[src/rtl/game_round_ctrl_if.sv]
// Board-side bundle for the memory-tester round controller: player inputs
// (buttons, switches, authorisation) and the flash/status outputs.
interface game_round_ctrl_if #(
  parameter int MAX_LEN = 8
);
  localparam int IW = $clog2(MAX_LEN);

  logic          auth_bit;
  logic          button_pulse;
  logic [3:0]    level_num;
  logic          punch_button;
  logic [3:0]    toggle_answer;
  logic [3:0]    flash_num;
  logic          flash_valid;
  logic [IW-1:0] answer_idx;
  logic          busy;
  logic          win;
  logic          loose;

  modport master (
    output auth_bit, button_pulse, level_num, punch_button, toggle_answer,
    input  flash_num, flash_valid, answer_idx, busy, win, loose
  );

  modport slave (
    input  auth_bit, button_pulse, level_num, punch_button, toggle_answer,
    output flash_num, flash_valid, answer_idx, busy, win, loose
  );
endinterface

[src/rtl/game_round_ctrl.sv]
// Memory-tester round controller: builds an LFSR symbol sequence, flashes it,
// then checks the player's answers and reports win or loose.
//
// state     | meaning
// IDLE      | waiting for an authorised start edge
// LOAD      | writing L symbols from the LFSR into the sequence RAM
// FLASH_ON  | showing seq[idx] for FLASH_CYC cycles
// FLASH_GAP | blank for GAP_CYC cycles between symbols
// ANSWER    | collecting punched answers, timeout timer running
// WIN       | whole sequence matched, win held
// LOSE      | mismatch or timeout, loose held
module game_round_ctrl #(
  parameter int         MAX_LEN     = 8,
  parameter int         FLASH_CYC   = 4,
  parameter int         GAP_CYC     = 2,
  parameter int         TIMEOUT_CYC = 64,
  parameter logic [7:0] LFSR_SEED   = 8'hA5
) (
  input logic             clock,
  input logic             rst,
  game_round_ctrl_if.slave bus
);
  localparam int IW      = $clog2(MAX_LEN);
  localparam int LW      = IW + 1;
  localparam int CNT_MAX = (TIMEOUT_CYC > FLASH_CYC)
                           ? ((TIMEOUT_CYC > GAP_CYC) ? TIMEOUT_CYC : GAP_CYC)
                           : ((FLASH_CYC > GAP_CYC) ? FLASH_CYC : GAP_CYC);
  localparam int CW      = $clog2(CNT_MAX + 1);

  typedef enum logic [2:0] {
    ST_IDLE, ST_LOAD, ST_FLASH_ON, ST_FLASH_GAP, ST_ANSWER, ST_WIN, ST_LOSE
  } state_t;

  state_t        state_q, state_d;
  logic [LW-1:0] len_q, len_d;
  logic [IW-1:0] idx_q, idx_d;
  logic [CW-1:0] cnt_q, cnt_d;
  logic [7:0]    lfsr_q, lfsr_d;
  logic          btn_prev_q, btn_prev_d;
  logic          punch_prev_q, punch_prev_d;
  logic [3:0]    flash_num_q, flash_num_d;
  logic          flash_valid_q, flash_valid_d;
  logic [IW-1:0] answer_idx_q, answer_idx_d;
  logic          busy_q, busy_d;
  logic          win_q, win_d;
  logic          loose_q, loose_d;
  logic [3:0]    seq_q [MAX_LEN];

  logic          seq_we;
  logic          start_edge, punch_edge;
  logic          idx_last, ans_last;
  logic [4:0]    lvl_ext;
  logic [LW-1:0] len_req;

  always_comb begin
    start_edge = bus.button_pulse & ~btn_prev_q;
    punch_edge = bus.punch_button & ~punch_prev_q;
    idx_last   = ({1'b0, idx_q} == len_q - LW'(1));
    ans_last   = ({1'b0, answer_idx_q} == len_q - LW'(1));
    lvl_ext    = {1'b0, bus.level_num};
    if (bus.level_num == 4'd0)      len_req = LW'(1);
    else if (lvl_ext > 5'(MAX_LEN)) len_req = LW'(MAX_LEN);
    else                            len_req = LW'(lvl_ext);
  end

  always_comb begin
    state_d       = state_q;
    len_d         = len_q;
    idx_d         = idx_q;
    cnt_d         = cnt_q;
    lfsr_d        = lfsr_q;
    btn_prev_d    = bus.button_pulse;
    punch_prev_d  = bus.punch_button;
    flash_num_d   = flash_num_q;
    flash_valid_d = flash_valid_q;
    answer_idx_d  = answer_idx_q;
    win_d         = win_q;
    loose_d       = loose_q;
    seq_we        = 1'b0;
    if (!bus.auth_bit) begin
      state_d       = ST_IDLE;
      idx_d         = '0;
      flash_num_d   = 4'h0;
      flash_valid_d = 1'b0;
      answer_idx_d  = '0;
      win_d         = 1'b0;
      loose_d       = 1'b0;
    end else begin
      case (state_q)
        ST_IDLE, ST_WIN, ST_LOSE: begin
          if (start_edge) begin
            state_d      = ST_LOAD;
            len_d        = len_req;
            idx_d        = '0;
            answer_idx_d = '0;
            win_d        = 1'b0;
            loose_d      = 1'b0;
          end
        end
        ST_LOAD: begin
          seq_we = 1'b1;
          lfsr_d = {lfsr_q[6:0], lfsr_q[7] ^ lfsr_q[5] ^ lfsr_q[4] ^ lfsr_q[3]};
          if (idx_last) begin
            state_d       = ST_FLASH_ON;
            idx_d         = '0;
            cnt_d         = CW'(FLASH_CYC - 1);
            // A one-symbol round is still being written this cycle, so bypass the RAM.
            flash_num_d   = (idx_q == '0) ? lfsr_q[3:0] : seq_q[0];
            flash_valid_d = 1'b1;
          end else begin
            idx_d = idx_q + IW'(1);
          end
        end
        ST_FLASH_ON: begin
          if (cnt_q == '0) begin
            state_d       = ST_FLASH_GAP;
            cnt_d         = CW'(GAP_CYC - 1);
            flash_num_d   = 4'h0;
            flash_valid_d = 1'b0;
          end else begin
            cnt_d = cnt_q - CW'(1);
          end
        end
        ST_FLASH_GAP: begin
          if (cnt_q != '0) begin
            cnt_d = cnt_q - CW'(1);
          end else if (idx_last) begin
            state_d      = ST_ANSWER;
            answer_idx_d = '0;
            cnt_d        = CW'(TIMEOUT_CYC - 1);
          end else begin
            state_d       = ST_FLASH_ON;
            idx_d         = idx_q + IW'(1);
            cnt_d         = CW'(FLASH_CYC - 1);
            flash_num_d   = seq_q[idx_q + IW'(1)];
            flash_valid_d = 1'b1;
          end
        end
        ST_ANSWER: begin
          // A punch landing on the expiry cycle still counts.
          if (punch_edge) begin
            if (bus.toggle_answer != seq_q[answer_idx_q]) begin
              state_d = ST_LOSE;
              loose_d = 1'b1;
            end else if (ans_last) begin
              state_d = ST_WIN;
              win_d   = 1'b1;
            end else begin
              answer_idx_d = answer_idx_q + IW'(1);
              cnt_d        = CW'(TIMEOUT_CYC - 1);
            end
          end else if (cnt_q == '0) begin
            state_d = ST_LOSE;
            loose_d = 1'b1;
          end else begin
            cnt_d = cnt_q - CW'(1);
          end
        end
        default: state_d = ST_IDLE;
      endcase
    end
    busy_d = state_d inside {ST_LOAD, ST_FLASH_ON, ST_FLASH_GAP, ST_ANSWER};
  end

  always_ff @(posedge clock) begin
    if (!rst) begin
      state_q       <= ST_IDLE;
      len_q         <= LW'(1);
      idx_q         <= '0;
      cnt_q         <= '0;
      lfsr_q        <= LFSR_SEED;
      btn_prev_q    <= 1'b1;
      punch_prev_q  <= 1'b1;
      flash_num_q   <= 4'h0;
      flash_valid_q <= 1'b0;
      answer_idx_q  <= '0;
      busy_q        <= 1'b0;
      win_q         <= 1'b0;
      loose_q       <= 1'b0;
    end else begin
      state_q       <= state_d;
      len_q         <= len_d;
      idx_q         <= idx_d;
      cnt_q         <= cnt_d;
      lfsr_q        <= lfsr_d;
      btn_prev_q    <= btn_prev_d;
      punch_prev_q  <= punch_prev_d;
      flash_num_q   <= flash_num_d;
      flash_valid_q <= flash_valid_d;
      answer_idx_q  <= answer_idx_d;
      busy_q        <= busy_d;
      win_q         <= win_d;
      loose_q       <= loose_d;
      if (seq_we) seq_q[idx_q] <= lfsr_q[3:0];
    end
  end

  assign bus.flash_num   = flash_num_q;
  assign bus.flash_valid = flash_valid_q;
  assign bus.answer_idx  = answer_idx_q;
  assign bus.busy        = busy_q;
  assign bus.win         = win_q;
  assign bus.loose       = loose_q;
endmodule

[src/flat_wrapper.sv]
// flat-port wrapper written by rule: the top's interface ports become plain ports
module game_round_ctrl_flat 
#(
  parameter int         MAX_LEN     = 8,
  parameter int         FLASH_CYC   = 4,
  parameter int         GAP_CYC     = 2,
  parameter int         TIMEOUT_CYC = 64,
  parameter logic [7:0] LFSR_SEED   = 8'hA5
)
  (clock, rst, bus_auth_bit, bus_button_pulse, bus_level_num, bus_punch_button, bus_toggle_answer, bus_flash_num, bus_flash_valid, bus_answer_idx, bus_busy, bus_win, bus_loose);
  game_round_ctrl_if #(.MAX_LEN(MAX_LEN)) bus_i ();
  input logic clock;
  input logic rst;
  input wire logic [$bits(bus_i.auth_bit)-1:0] bus_auth_bit;
  input wire logic [$bits(bus_i.button_pulse)-1:0] bus_button_pulse;
  input wire logic [$bits(bus_i.level_num)-1:0] bus_level_num;
  input wire logic [$bits(bus_i.punch_button)-1:0] bus_punch_button;
  input wire logic [$bits(bus_i.toggle_answer)-1:0] bus_toggle_answer;
  output wire logic [$bits(bus_i.flash_num)-1:0] bus_flash_num;
  output wire logic [$bits(bus_i.flash_valid)-1:0] bus_flash_valid;
  output wire logic [$bits(bus_i.answer_idx)-1:0] bus_answer_idx;
  output wire logic [$bits(bus_i.busy)-1:0] bus_busy;
  output wire logic [$bits(bus_i.win)-1:0] bus_win;
  output wire logic [$bits(bus_i.loose)-1:0] bus_loose;
  assign bus_i.auth_bit = bus_auth_bit;
  assign bus_i.button_pulse = bus_button_pulse;
  assign bus_i.level_num = bus_level_num;
  assign bus_i.punch_button = bus_punch_button;
  assign bus_i.toggle_answer = bus_toggle_answer;
  assign bus_flash_num = bus_i.flash_num;
  assign bus_flash_valid = bus_i.flash_valid;
  assign bus_answer_idx = bus_i.answer_idx;
  assign bus_busy = bus_i.busy;
  assign bus_win = bus_i.win;
  assign bus_loose = bus_i.loose;
  game_round_ctrl #(.MAX_LEN(MAX_LEN), .FLASH_CYC(FLASH_CYC), .GAP_CYC(GAP_CYC), .TIMEOUT_CYC(TIMEOUT_CYC), .LFSR_SEED(LFSR_SEED)) u_core (.clock(clock), .rst(rst), .bus(bus_i));
endmodule
[config.mk]
export PLATFORM = sky130hd
export DESIGN_NAME = game_round_ctrl_flat
export DESIGN_NICKNAME = d
export VERILOG_FILES = /design/src/rtl/game_round_ctrl_if.sv /design/src/rtl/game_round_ctrl.sv /design/src/flat_wrapper.sv
export SDC_FILE = /design/constraint.sdc
export NUM_CORES = 1
export LEC_CHECK = 0
export CORE_ASPECT_RATIO = 1.25
export CORE_MARGIN = 2
export CORE_UTILIZATION = 37
export CTS_BUF_LIST = sky130_fd_sc_hd__clkbuf_8
export DETAILED_ROUTE_END_ITERATION = 8
export HOLD_SLACK_MARGIN = 0.08
export SLEW_MARGIN = 20
export SYNTH_ARGS = -nofsm -noshare
export SYNTH_HDL_FRONTEND = slang
export SYNTH_SLANG_ARGS = --single-unit
export TNS_END_PERCENT = 100
[constraint.sdc]
create_clock -name clock -period 3.7 [get_ports clock]
set_clock_uncertainty 0.15 [all_clocks]
set_input_delay 0.74 -clock clock [delete_from_list [all_inputs] [get_ports clock]]
set_output_delay 0.74 -clock clock [all_outputs]
set_load 0.02 [all_outputs]
==> impl_metrics.yaml, run 1 <==
run_status:
  status: "finished, final reports clean"
routing:
  wire_per_inst_um: 17.21
  drt_first_pass_iters: 5
  viasPerCell: 5.493
  drcViolationCount: 0
  drt-initial-drc-count: 169
  drt-total-wl_mm: 8.965
  ant_nets: 0
  num_vias: 2862
critical_path:
  crit_type: "flop to flop"
  critPathSlowestCell: "dfxtp_1"
  crit_path_max_fanout: 10
  r2r_slack_ps: 380
  crit_chain: "mux2i_1, mux4_2, xor2_1, nand4_1, o21ai_0, and2_1, mux2i_1"
  path_depth: 7
  setup.worst_path.end: "u_core.cnt_q[5]"
  reg2reg_depth: 7
  critPathLaunchType: "flop"
  required_ps: 3830
  r2r-end: "u_core.cnt_q[5]"
  end_kind: "flop"
  critPathArrivalTime_ps: 3450
  path_buf_inv: 0
  cp_top_family: "multiplexers"
  crit_top_cell: "mux2i_1"
  slowest_delay_ps: 690
clocking:
  cts_hold_buffers: 0
  clk_pin_slew_ps: 90
  clk_latency_ps: 350
  cts_made_buffers: 9
  cts-htree-levels: 3
  cts_buffer_depth: 2
  cts_setup_buffers: 0
  cts.sinks: 73
  cts_root_buffer: "clkbuf_8"
  postCtsResizedCells: 0
  cts_tree: "built"
place:
  pre_cts_ws_ps: 488.6
  gp_congestion: 0.9024
  dp_hpwl_mm: 6.540
  portBuffers: 23
floorplan:
  coreArea_mm2: 0.01011
  row_count: 41
  dieArea_mm2: 0.01126
  fp.dieW_um: 95.31
  io-pin-count: 24
  start_util_pct: 38.16
  die_y_um: 118.1
logic_synthesis:
  synthTopCellsByCount: "dfxtp_1, nor2_1, nand2_1"
  syn_area_mm2: 0.003856
  ys_warn_count: 0
  synth-async-reset-ratio_pct: 0
  yosys.area.top_type: "edfxtp_1"
  syn_inst: 366
  synth_top_cells_by_area: "edfxtp_1, dfxtp_1, mux2i_1"
  yosysMostFrequentCell: "dfxtp_1"
  ys_ff_latch: 73
  synth_edf_count: 32
  ys.flop_type: "dfxtp_1"
  ys_seq_area_share_pct: 46.20
  synth_nets: 385
  syn_avg_cell_area_um2: 10.54
  synth.distinct_cells: 55
  synth_top_area_share_pct: 24.92
sta:
  drv_slew: 0
  period_share_pct: 89.64
  finalHoldViolations: 0
  fmax_mhz: 301.5
  setup_ws_ps: 383.3
  tns_ps: 0
  rsz0062_at_grt: "no"
  fin_crit_ps: 3317
  setup_viol: 0
  worst_slew_pin_slew_ps: 663.2
  relSlewSlack_pct: 55.45
hold_path:
  hp-class: "flop to flop"
finish:
  nNetsFinal: 406
  multiInputGateArea_mm2: 0.001932
  n_antenna_cell: 0
  drive_above_1_share_pct: 11.22
  syn_to_final_growth_pct: 14.50
  regArea_mm2: 0.001782
  fillCellCount: 939
global_route:
  grt_max_degree: 22
  grt_pass1_wl_mm: 14.59
  grt_usage_pct: 17.01
  grt.overflow.total: 0
  grt_antenna_before_repair: 0
  first_global_vias: 2774
power:
  ir_drop_mv: 0.1580
  pwr_density_cell_mw_per_mm2: 373.5
  p_leak_nw: 1.491
flow_run:
  drv_cap: 0
[how the worst min path moves through the flow]
stage | start | endpoint | slack [ps] | cells after the start
final | u_core.cnt_q[6] | u_core.cnt_q[6] | 320 | 2
after global routing | u_core.cnt_q[6] | u_core.cnt_q[6] | 340 | 2
after CTS | u_core.cnt_q[6] | u_core.cnt_q[6] | 310 | 2
after detailed placement | u_core.cnt_q[6] | u_core.cnt_q[6] | 300 | 2
after global placement | u_core.cnt_q[6] | u_core.cnt_q[6] | 290 | 2
after floorplan | u_core.cnt_q[6] | u_core.cnt_q[6] | 270 | 2
[metrics by stage]
stage / hold slack (ps) / area (um2) / utilization (%) / total power, mW / cells
global placement: 292.2 / 4192 / 41.48 / 0.9613 / 505
CTS: 311.2 / 4415 / 43.69 / 1.666 / 521
detailed placement: 298.2 / 4192 / 41.48 / 0.9614 / 505
finish: 318.7 / 4415 / 43.69 / 1.649 / 521
global route: 339.7 / 4415 / 43.69 / 1.713 / 521
floorplan: 271.3 / 3856 / - / 0.9267 / 366
[worst reg2reg max path: stages (launching register included)]
cell and delay [ps]:
dfxtp_1 690, mux2i_1 190, mux4_2 490, xor2_1 200
nand4_1 310, o21ai_0 630, and2_1 380, mux2i_1 210
[placed cells by master, fill, tap and decap left out, types with 7 or more instances in the layout]
| cell type | netlist | layout |
|---|---|---|
| nand2b_1 | 11 | 11 |
| clkbuf_8 | 0 | 9 |
| nand3_1 | 7 | 7 |
| nor3_1 | 12 | 12 |
| edfxtp_1 | 32 | 32 |
| nand2_1 | 34 | 34 |
| inv_1 | 10 | 10 |
| mux4_2 | 12 | 12 |
| a21oi_1 | 20 | 20 |
| dfxtp_1 | 41 | 41 |
| nor2_1 | 35 | 35 |
| o21ai_0 | 9 | 9 |
| xor2_1 | 10 | 10 |
| clkdlybuf4s50_1 | 0 | 23 |
| o211ai_1 | 7 | 7 |
| xnor2_1 | 10 | 10 |
| mux2i_1 | 32 | 32 |
[where the power goes]
| group | total (mW) | leakage [nW] | internal, mW | switching [mW] |
|---|---|---|---|---|
| Combinational | 0.0957 | 0.763 | 0.0422 | 0.0536 |
| Clock | 0.706 | 0.111 | 0.386 | 0.320 |
| Sequential | 0.847 | 0.618 | 0.840 | 0.00705 |
| Total | 1.65 | 1.49 | 1.27 | 0.381 |
[logic make-up (layout without fill, tap and decap cells)]
group	Yosys count	after routing	synth area share (%)
XOR/XNOR	21	21	5.159
AO/OA/AOI/OAI	61	61	10.55
AND/OR/NAND/NOR	130	130	16.64
adder cells (fa/ha/maj)	6	6	2.141
flip-flops	73	73	46.20
multiplexers	45	45	15.61
buffers and inverters	30	56	3.699
[sequential cells by signal (all words and copies together), names as in the netlist, 3 cells and up, named ones only]
name                   cells
u_core.cnt_q               7
u_core.idx_q               3
u_core.state_q             3
u_core.bus.answer_idx      3
u_core.len_q               4
u_core.bus.flash_num       4
u_core.seq_q              32
u_core.lfsr_q              8
[per-layer routing]
metal | global-route usage (%) | vias up | wire [um]
met3 | 4.143 | 11 | 358
met5 | 0 | - | 0
met4 | 6.431 | 0 | 185
li1 | - | 1376 | -
met1 | 22.24 | 1391 | 4045
met2 | 26.98 | 84 | 4375
[area by class of cell]
| cell class | instances | share of cell area (%) |
|---|---|---|
| clock buffer | 9 | 2.805 |
| inverter | 11 | 0.9351 |
| sequential | 73 | 40.35 |
| timing repair buffer | 29 | 6.234 |
| multi-input combinational | 263 | 43.75 |
| clock inverter | 7 | 2.267 |
| tap | 129 | 3.655 |
(Power assumes the default switching activity.)
==> run 2: changes to the inputs <==
==> constraint.sdc (replaced) <==
create_clock -name clock -period 3.7 [get_ports clock]
set_clock_uncertainty 0.15 [all_clocks]
set_input_delay 0.74 -clock clock [delete_from_list [all_inputs] [get_ports clock]]
set_output_delay 0.74 -clock clock [all_outputs]
set_load 0.05 [all_outputs]
==> results of run 2 <==
The final DEF is identical to that of run 1. Status: finished, final reports clean.
Main changes from that run: total power 1.649 mW -> 1.651 mW; worst IR drop on VDD 0.1580 mV -> 0.1582 mV
==> run 3: changes to the inputs <==
--- a/config.mk
+++ b/config.mk
@@ -11,6 +11,7 @@
 export CTS_BUF_LIST = sky130_fd_sc_hd__clkbuf_8
 export DETAILED_ROUTE_END_ITERATION = 8
 export HOLD_SLACK_MARGIN = 0.08
+export SKIP_CTS_REPAIR_TIMING = 1
 export SLEW_MARGIN = 20
 export SYNTH_ARGS = -nofsm -noshare
 export SYNTH_HDL_FRONTEND = slang
==> results of run 3 <==
The final DEF is identical to that of run 1. Status: finished, final reports clean.
Main changes from that run: total power 1.649 mW -> 1.651 mW; worst IR drop on VDD 0.1580 mV -> 0.1582 mV
